--- src/rtl/ysyx_22050019_lsu_pkg.sv ---
// Shared definitions for the load/store unit:
// funct3 encodings, FSM states, error codes and strobe masks.
package ysyx_22050019_defs;

    localparam logic [2:0] F3_B  = 3'b000;
    localparam logic [2:0] F3_H  = 3'b001;
    localparam logic [2:0] F3_W  = 3'b010;
    localparam logic [2:0] F3_D  = 3'b011;
    localparam logic [2:0] F3_BU = 3'b100;
    localparam logic [2:0] F3_HU = 3'b101;
    localparam logic [2:0] F3_WU = 3'b110;

    typedef enum logic [1:0] {
        ST_IDLE = 2'd0,
        ST_REQ  = 2'd1,
        ST_RESP = 2'd2
    } lsu_state_e;

    localparam logic [1:0] ERR_NONE     = 2'b00;
    localparam logic [1:0] ERR_MISALIGN = 2'b01;
    localparam logic [1:0] ERR_TIMEOUT  = 2'b10;

    localparam logic [7:0] STRB_B = 8'h01;
    localparam logic [7:0] STRB_H = 8'h03;
    localparam logic [7:0] STRB_W = 8'h0F;
    localparam logic [7:0] STRB_D = 8'hFF;

    // funct3 = 111 has no valid access size, so it is rejected as misaligned.
    function automatic logic is_misaligned(input logic [2:0] f3,
                                           input logic [2:0] off);
        logic bad;
        bad = 1'b1;
        case (f3)
            F3_B, F3_BU: bad = 1'b0;
            F3_H, F3_HU: bad = off[0];
            F3_W, F3_WU: bad = |off[1:0];
            F3_D:        bad = |off;
            default:     bad = 1'b1;
        endcase
        return bad;
    endfunction

endpackage

--- src/rtl/ysyx_22050019_lsu_align.sv ---
// Combinational lane steering: store strobes/data placement
// and load byte extraction with sign/zero extension.
import ysyx_22050019_defs::*;

module ysyx_22050019_lsu_align (
    input  logic [2:0]  st_funct3,
    input  logic [2:0]  st_off,
    input  logic [63:0] st_data,
    output logic [63:0] st_wdata,
    output logic [7:0]  st_wstrb,
    output logic        st_misaligned,
    input  logic [2:0]  ld_funct3,
    input  logic [2:0]  ld_off,
    input  logic [63:0] ld_rdata,
    output logic [63:0] ld_data
);

    logic [7:0]  base;
    logic [63:0] sh;

    // Store side: size mask and data moved to the addressed byte lane.
    always_comb begin
        base = STRB_B;
        case (st_funct3[1:0])
            2'b00:   base = STRB_B;
            2'b01:   base = STRB_H;
            2'b10:   base = STRB_W;
            default: base = STRB_D;
        endcase
        st_wstrb      = base << st_off;
        st_wdata      = st_data << {st_off, 3'b000};
        st_misaligned = is_misaligned(st_funct3, st_off);
    end

    // Load side: bring the addressed bytes down to bit 0, then extend.
    always_comb begin
        sh = ld_rdata >> {ld_off, 3'b000};
        case (ld_funct3)
            F3_B:    ld_data = {{56{sh[7]}}, sh[7:0]};
            F3_H:    ld_data = {{48{sh[15]}}, sh[15:0]};
            F3_W:    ld_data = {{32{sh[31]}}, sh[31:0]};
            F3_BU:   ld_data = {56'd0, sh[7:0]};
            F3_HU:   ld_data = {48'd0, sh[15:0]};
            F3_WU:   ld_data = {32'd0, sh[31:0]};
            default: ld_data = sh;
        endcase
    end

endmodule

--- src/rtl/ysyx_22050019_lsu.sv ---
// Load/store unit between EX_MEM and MEM_WB: one outstanding
// valid/ready data-memory transaction with timeout and write-back.
import ysyx_22050019_defs::*;

module ysyx_22050019_lsu #(
    parameter int DATA_W  = 64,
    parameter int TIMEOUT = 256
) (
    input  logic              clk,
    input  logic              rst_n,
    input  logic              mem_valid_i,
    input  logic              mem_wen_i,
    input  logic [2:0]        funct3_i,
    input  logic [DATA_W-1:0] addr_i,
    input  logic [DATA_W-1:0] wdata_i,
    input  logic [4:0]        rd_i,
    output logic              dmem_req_valid_o,
    input  logic              dmem_req_ready_i,
    output logic [DATA_W-1:0] dmem_addr_o,
    output logic              dmem_wen_o,
    output logic [DATA_W-1:0] dmem_wdata_o,
    output logic [7:0]        dmem_wstrb_o,
    input  logic              dmem_resp_valid_i,
    input  logic [DATA_W-1:0] dmem_rdata_i,
    output logic              reg_we_lsu_o,
    output logic [4:0]        reg_waddr_lsu_o,
    output logic [DATA_W-1:0] reg_wdata_lsu_o,
    output logic              lsu_stall_o,
    output logic [1:0]        lsu_err_o
);

    localparam int CNT_W = $clog2(TIMEOUT + 2);
    localparam logic [CNT_W-1:0] TO_LAST =
        CNT_W'((TIMEOUT > 0) ? TIMEOUT - 1 : 0);

    lsu_state_e state, state_n;

    logic [CNT_W-1:0]  cnt;
    logic              wen_q;
    logic [2:0]        f3_q;
    logic [2:0]        off_q;
    logic [4:0]        rd_q;
    logic [DATA_W-1:0] addr_q;
    logic [DATA_W-1:0] wdata_q;
    logic [7:0]        wstrb_q;

    logic              misal;
    logic [63:0]       st_wdata;
    logic [7:0]        st_wstrb;
    logic [63:0]       ld_data;

    logic              accept;
    logic              done;
    logic              to_hit;
    logic              to_fire;
    logic              req_valid;
    logic              stall;

    logic              reg_we_q;
    logic [4:0]        waddr_q;
    logic [DATA_W-1:0] rwdata_q;
    logic [1:0]        err_q;

    ysyx_22050019_lsu_align u_align (
        .st_funct3     (funct3_i),
        .st_off        (addr_i[2:0]),
        .st_data       (wdata_i),
        .st_wdata      (st_wdata),
        .st_wstrb      (st_wstrb),
        .st_misaligned (misal),
        .ld_funct3     (f3_q),
        .ld_off        (off_q),
        .ld_rdata      (dmem_rdata_i),
        .ld_data       (ld_data)
    );

    assign to_hit = (TIMEOUT != 0) && (cnt == TO_LAST);
    assign accept = (state == ST_IDLE) && mem_valid_i && !misal;

    // Next state, handshake and stall; a response beats a same-cycle timeout.
    always_comb begin
        state_n   = state;
        req_valid = 1'b0;
        stall     = 1'b0;
        done      = 1'b0;
        to_fire   = 1'b0;
        case (state)
            ST_IDLE: begin
                if (accept) begin
                    state_n = ST_REQ;
                    stall   = 1'b1;
                end
            end
            ST_REQ: begin
                req_valid = 1'b1;
                stall     = 1'b1;
                if (dmem_req_ready_i) begin
                    state_n = ST_RESP;
                end else if (to_hit) begin
                    state_n = ST_IDLE;
                    to_fire = 1'b1;
                end
            end
            ST_RESP: begin
                if (dmem_resp_valid_i) begin
                    state_n = ST_IDLE;
                    done    = 1'b1;
                end else begin
                    stall = 1'b1;
                    if (to_hit) begin
                        state_n = ST_IDLE;
                        to_fire = 1'b1;
                    end
                end
            end
            default: state_n = ST_IDLE;
        endcase
    end

    // State register and per-state wait counter, cleared on every entry.
    always_ff @(posedge clk) begin
        if (rst_n) begin
            state <= ST_IDLE;
            cnt   <= '0;
        end else begin
            state <= state_n;
            if (state_n != state) begin
                cnt <= '0;
            end else if (state != ST_IDLE) begin
                cnt <= cnt + 1'b1;
            end
        end
    end

    // Capture the request fields so they stay stable while waiting for ready.
    always_ff @(posedge clk) begin
        if (rst_n) begin
            wen_q   <= 1'b0;
            f3_q    <= '0;
            off_q   <= '0;
            rd_q    <= '0;
            addr_q  <= '0;
            wdata_q <= '0;
            wstrb_q <= '0;
        end else if (accept) begin
            wen_q   <= mem_wen_i;
            f3_q    <= funct3_i;
            off_q   <= addr_i[2:0];
            rd_q    <= rd_i;
            addr_q  <= {addr_i[DATA_W-1:3], 3'b000};
            wdata_q <= st_wdata;
            wstrb_q <= st_wstrb;
        end
    end

    // Registered write-back pulse for loads and one-cycle error pulses.
    always_ff @(posedge clk) begin
        if (rst_n) begin
            reg_we_q <= 1'b0;
            waddr_q  <= '0;
            rwdata_q <= '0;
            err_q    <= ERR_NONE;
        end else begin
            reg_we_q <= done && !wen_q;
            if (done && !wen_q) begin
                waddr_q  <= rd_q;
                rwdata_q <= ld_data;
            end
            if ((state == ST_IDLE) && mem_valid_i && misal) begin
                err_q <= ERR_MISALIGN;
            end else if (to_fire) begin
                err_q <= ERR_TIMEOUT;
            end else begin
                err_q <= ERR_NONE;
            end
        end
    end

    assign dmem_req_valid_o = req_valid;
    assign dmem_addr_o      = addr_q;
    assign dmem_wen_o       = wen_q;
    assign dmem_wdata_o     = wdata_q;
    assign dmem_wstrb_o     = wstrb_q;
    assign reg_we_lsu_o     = reg_we_q;
    assign reg_waddr_lsu_o  = waddr_q;
    assign reg_wdata_lsu_o  = rwdata_q;
    assign lsu_stall_o      = stall;
    assign lsu_err_o        = err_q;

endmodule

--- config.mk ---
export PLATFORM = sky130hd
export DESIGN_NAME = ysyx_22050019_lsu
export DESIGN_NICKNAME = d
export VERILOG_FILES = /design/src/rtl/ysyx_22050019_lsu_pkg.sv /design/src/rtl/ysyx_22050019_lsu_align.sv /design/src/rtl/ysyx_22050019_lsu.sv
export SDC_FILE = /design/constraint.sdc
export NUM_CORES = 1
export LEC_CHECK = 0
export ABC_CLOCK_PERIOD_IN_PS = 4850
export CAP_MARGIN = 20
export CORE_AREA = 2 2 160 162
export CTS_CLUSTER_SIZE = 30
export DETAILED_ROUTE_END_ITERATION = 8
export DIE_AREA = 0 0 162 164
export PLACE_DENSITY = 0.89
export SLEW_MARGIN = 0
export SYNTH_ARGS = -nofsm -noshare
export SYNTH_HDL_FRONTEND = slang
export SYNTH_HIERARCHICAL = 1
export SYNTH_SLANG_ARGS = --single-unit
--- constraint.sdc ---
create_clock -name clk -period 4.85 [get_ports clk]
set_clock_uncertainty 0.05 [all_clocks]
set_input_delay 0.7275 -clock clk [delete_from_list [all_inputs] [get_ports clk]]
set_output_delay 0.7275 -clock clk [all_outputs]
set_load 0.03 [all_outputs]
==> summary.md <==
| Metric | Value |
|---|---|
| Run status | `complete, no violations` |
| Largest family of logic cells by synthesized area | `simple AND/OR/NAND/NOR gates` |
| Worst EP arrival | `approximately 3.2 ns` |
| Worst slew pin tran | `0.966 ns` |
| Most area-consuming cells after synthesis | `dfxtp_1, nand2_1, a21oi_1` |
| P&R area growth vs syn | `40.3%` |
| IO buf count | `about 410` |
| Setup Total Neg Slack | `0 ns` |
| Area share of xor/xnor cells in the synthesized design | `less than 1%` |
| Via count | `approximately 13000` |
| Hold Path Class | `flip-flop to flip-flop` |
| Simple-gate share of the synthesized area | `between 20% and 30%` |
| RSZ-0062 raised after global routing | `no` |
| Sequential element share of the synthesized area | `between 30 and 40%` |
| Cell taking the most area after synthesis | `dfxtp_1` |
| TritonCTS clock tree | `built` |
| Layout cell share with drive strength beyond 1 | `8.06%` |
| Pins Over Slew Limit | `0` |
| Synth Flop Type | `dfxtp_1` |
| Hold Buf Count CTS | `0` |
| Synth cell types | `57` |
| FILL cells | `1959` |
| Io pins | `about 420` |
| Detail Route Antenna Nets | `0` |
| Chip Width | `roughly 160 µm` |
| Post-Route WL | `~45000 µm` |
| Routed length per instance | `approximately 20 µm` |
| Row count | `58` |
| CTS buffer count | `25` |
| Post-synth top area share | `between 30% and 40%` |
| Worst skew pair latency | `0.52 ns` |
| CP max FO | `34` |
| Sequential cell area | `4570 µm²` |
| Max cap viols | `0` |
| CTS root buf | `clkbuf_16` |
| Crit path launch type | `primary input` |
| Hold Worst Slack | `around 0.40 ns` |
| Largest net degree at the start of global routing | `122` |
| Initial DRC count | `1427` |
| Max Fclk | `252 MHz` |
| Nets | `~2100` |
| Setup violations, final | `0` |
| Initial Util | `between 40 and 50%` |
| Post-CTS Setup Inserts | `0` |
| First-pass GRT wire length | `67400 µm` |
| Power Density | `slightly below 300 nW/µm²` |
| Slew margin rel. | `between 30% and 40%` |
| Most common cell in the netlist | `nand2_1` |
| Die area | `about 27000 µm²` |
| Compound-Gate Fraction of Synth Area | `between 15 and 20%` |
| Sink Count | `228` |
| List of most frequent post-synthesis cells | `nand2_1, a21oi_1, dfxtp_1` |
| Hold Vio Cnt, Final | `0` |
| Synth async-reset ratio | `0%` |
| Period utilisation layout | `around 82%` |
| Post-detail-place hpwl | `approximately 31000 µm` |
| Setup CP Type | `primary input to output pin` |
| Register clock-pin slew on the reported worst setup and hold paths | `0.06 ns` |
| Peak supply drop | `0.332 mV` |
| Total GRT Usage | `a little under a third` |
| Htree depth | `1` |
| Area of the multi-input gates | `6940 µm²` |
| Post-synth EDFFs | `0` |
| Synth warn | `6` |
| Vias in the first global route | `about 12000` |
| Synthesized area | `between 10000 and 15000 µm²` |
| Drc violations | `0` |
| Drt pass-1 iters | `6` |
| Grt ovf | `0` |
| Worst path required time | `approximately 4.1 ns` |
| Synthesized flop and latch total | `~230` |
| Total power | `around 5.1 mW` |
| Vias per std cell | `5.84` |
| Vert. Die Dim | `roughly 160 µm` |
| PostCTS Resize Cnt | `0` |
| Max Root-Sink Buffers | `3` |
| Final Critical Period | `a little under 4 ns` |
| Core Area | `between 20000 and 25000 µm²` |
| LEAKAGE | `around 6.0 nW` |
| Mux contribution to synthesized area | `around 15%` |
| GPL Wtd Cong | `about 1` |
| CP endpoint kind | `output pin` |
| Cells after Synth | `approximately 1600` |
| Mean post-synth cell area | `between 7 and 8 µm²` |
| Initial antenna violation count | `4` |
| Adder-Cell Fraction of Synth Area | `less than 1%` |
-- metrics by stage --
step	cell area (µm²)	setup WS (ns)	instances	util, %
floorplan	12200	1.39	1591	-
global placement	16300	0.857	2209	65.5
detailed placement	16300	0.893	2209	65.5
CTS	17100	0.872	2253	68.9
global route	17100	0.701	2257	69.0
finish	17100	0.876	2257	69.0
-- logic make-up (layout without fill, tap and decap cells) --
group | after synthesis | after routing
flip-flops | 228 | 228
AND/OR/NAND/NOR | 701 | 701
buffers and inverters | 159 | 492
AO/OA/AOI/OAI | 356 | 356
adder cells (fa/ha/maj) | 6 | 6
other | 1 | 6
multiplexers | 131 | 131
XOR/XNOR | 7 | 7
-- cells in the final DEF (no fill, tap or decap), types with 5 or more instances in the layout --
cell,count
nand2_1,523
clkdlybuf4s50_1,409
a21oi_1,245
dfxtp_1,226
nor2_1,64
mux2i_1,61
mux4_2,36
mux2_2,31
nand4_1,28
o21ai_0,28
clkbuf_16,25
and2_1,23
buf_4,17
o22ai_1,17
o211ai_1,16
nor2b_1,15
inv_1,13
a211oi_1,11
nand3_1,10
nor3_2,8
clkinv_2,8
o32a_1,7
nand2b_1,6
nor3_1,6
ha_1,6
o2bb2ai_1,6
o2111ai_1,5
-- path summary, 6_finish.rpt --
check / startpoint / to / cells past startpoint / slack, ns
max reg2reg: state[1] / dmem_addr_o[55] / 8 / 2.01
min reg2reg: dmem_addr_o[42] / dmem_addr_o[42] / 2 / 0.40
max: funct3_i[1] / lsu_stall_o / 7 / 0.88
min: dmem_addr_o[42] / dmem_addr_o[42] / 2 / 0.40
-- registers in the layout, summed over array words and instances (netlist names) --
register         count
cnt                  9
dmem_addr_o         61
dmem_wdata_o        64
dmem_wen_o           1
dmem_wstrb_o         8
f3_q                 3
lsu_err_o            2
off_q                3
rd_q                 5
reg_waddr_lsu_o      5
reg_wdata_lsu_o     64
reg_we_lsu_o         1
state                2
-- critical path, cell delays in order --
cell,delay (ns)
clkdlybuf4s50_1,0.61
o21a_1,0.19
o21ai_0,0.14
nand2_1,0.17
or2_4,0.45
a21oi_1,0.19
clkdlybuf4s50_1,0.71
-- power by group --
| group | switching (mW) | total (mW) | internal [mW] |
|---|---|---|---|
| combinational | 0.669 | 1.18 | 0.511 |
| sequential | 0.0495 | 1.99 | 1.94 |
| clock | 0.780 | 1.93 | 1.15 |
| total | 1.50 | 5.10 | 3.60 |
-- area by class of cell --
| class | count | area share [%] |
|---|---|---|
| multi-input combinational | 1204 | 40.5 |
| sequential | 228 | 26.7 |
| timing repair buffer | 432 | 25.2 |
| clock buffer | 32 | 3.98 |
| tap | 330 | 2.41 |
| clock inverter | 12 | 0.811 |
| inverter | 16 | 0.351 |
| antenna | 3 | 0.0438 |
-- layer usage --
layer / vias to the layer above / GRT usage [%] / wire length [µm]
li1: 6067 / - / -
met2: 784 / 53.8 / 21300
met1: 6175 / 38.6 / 16700
met5: - / 0 / 15
met4: 2 / 15.5 / 2430
met3: 143 / 7.27 / 4280
No activity file was read; power rests on OpenSTA's default activity.
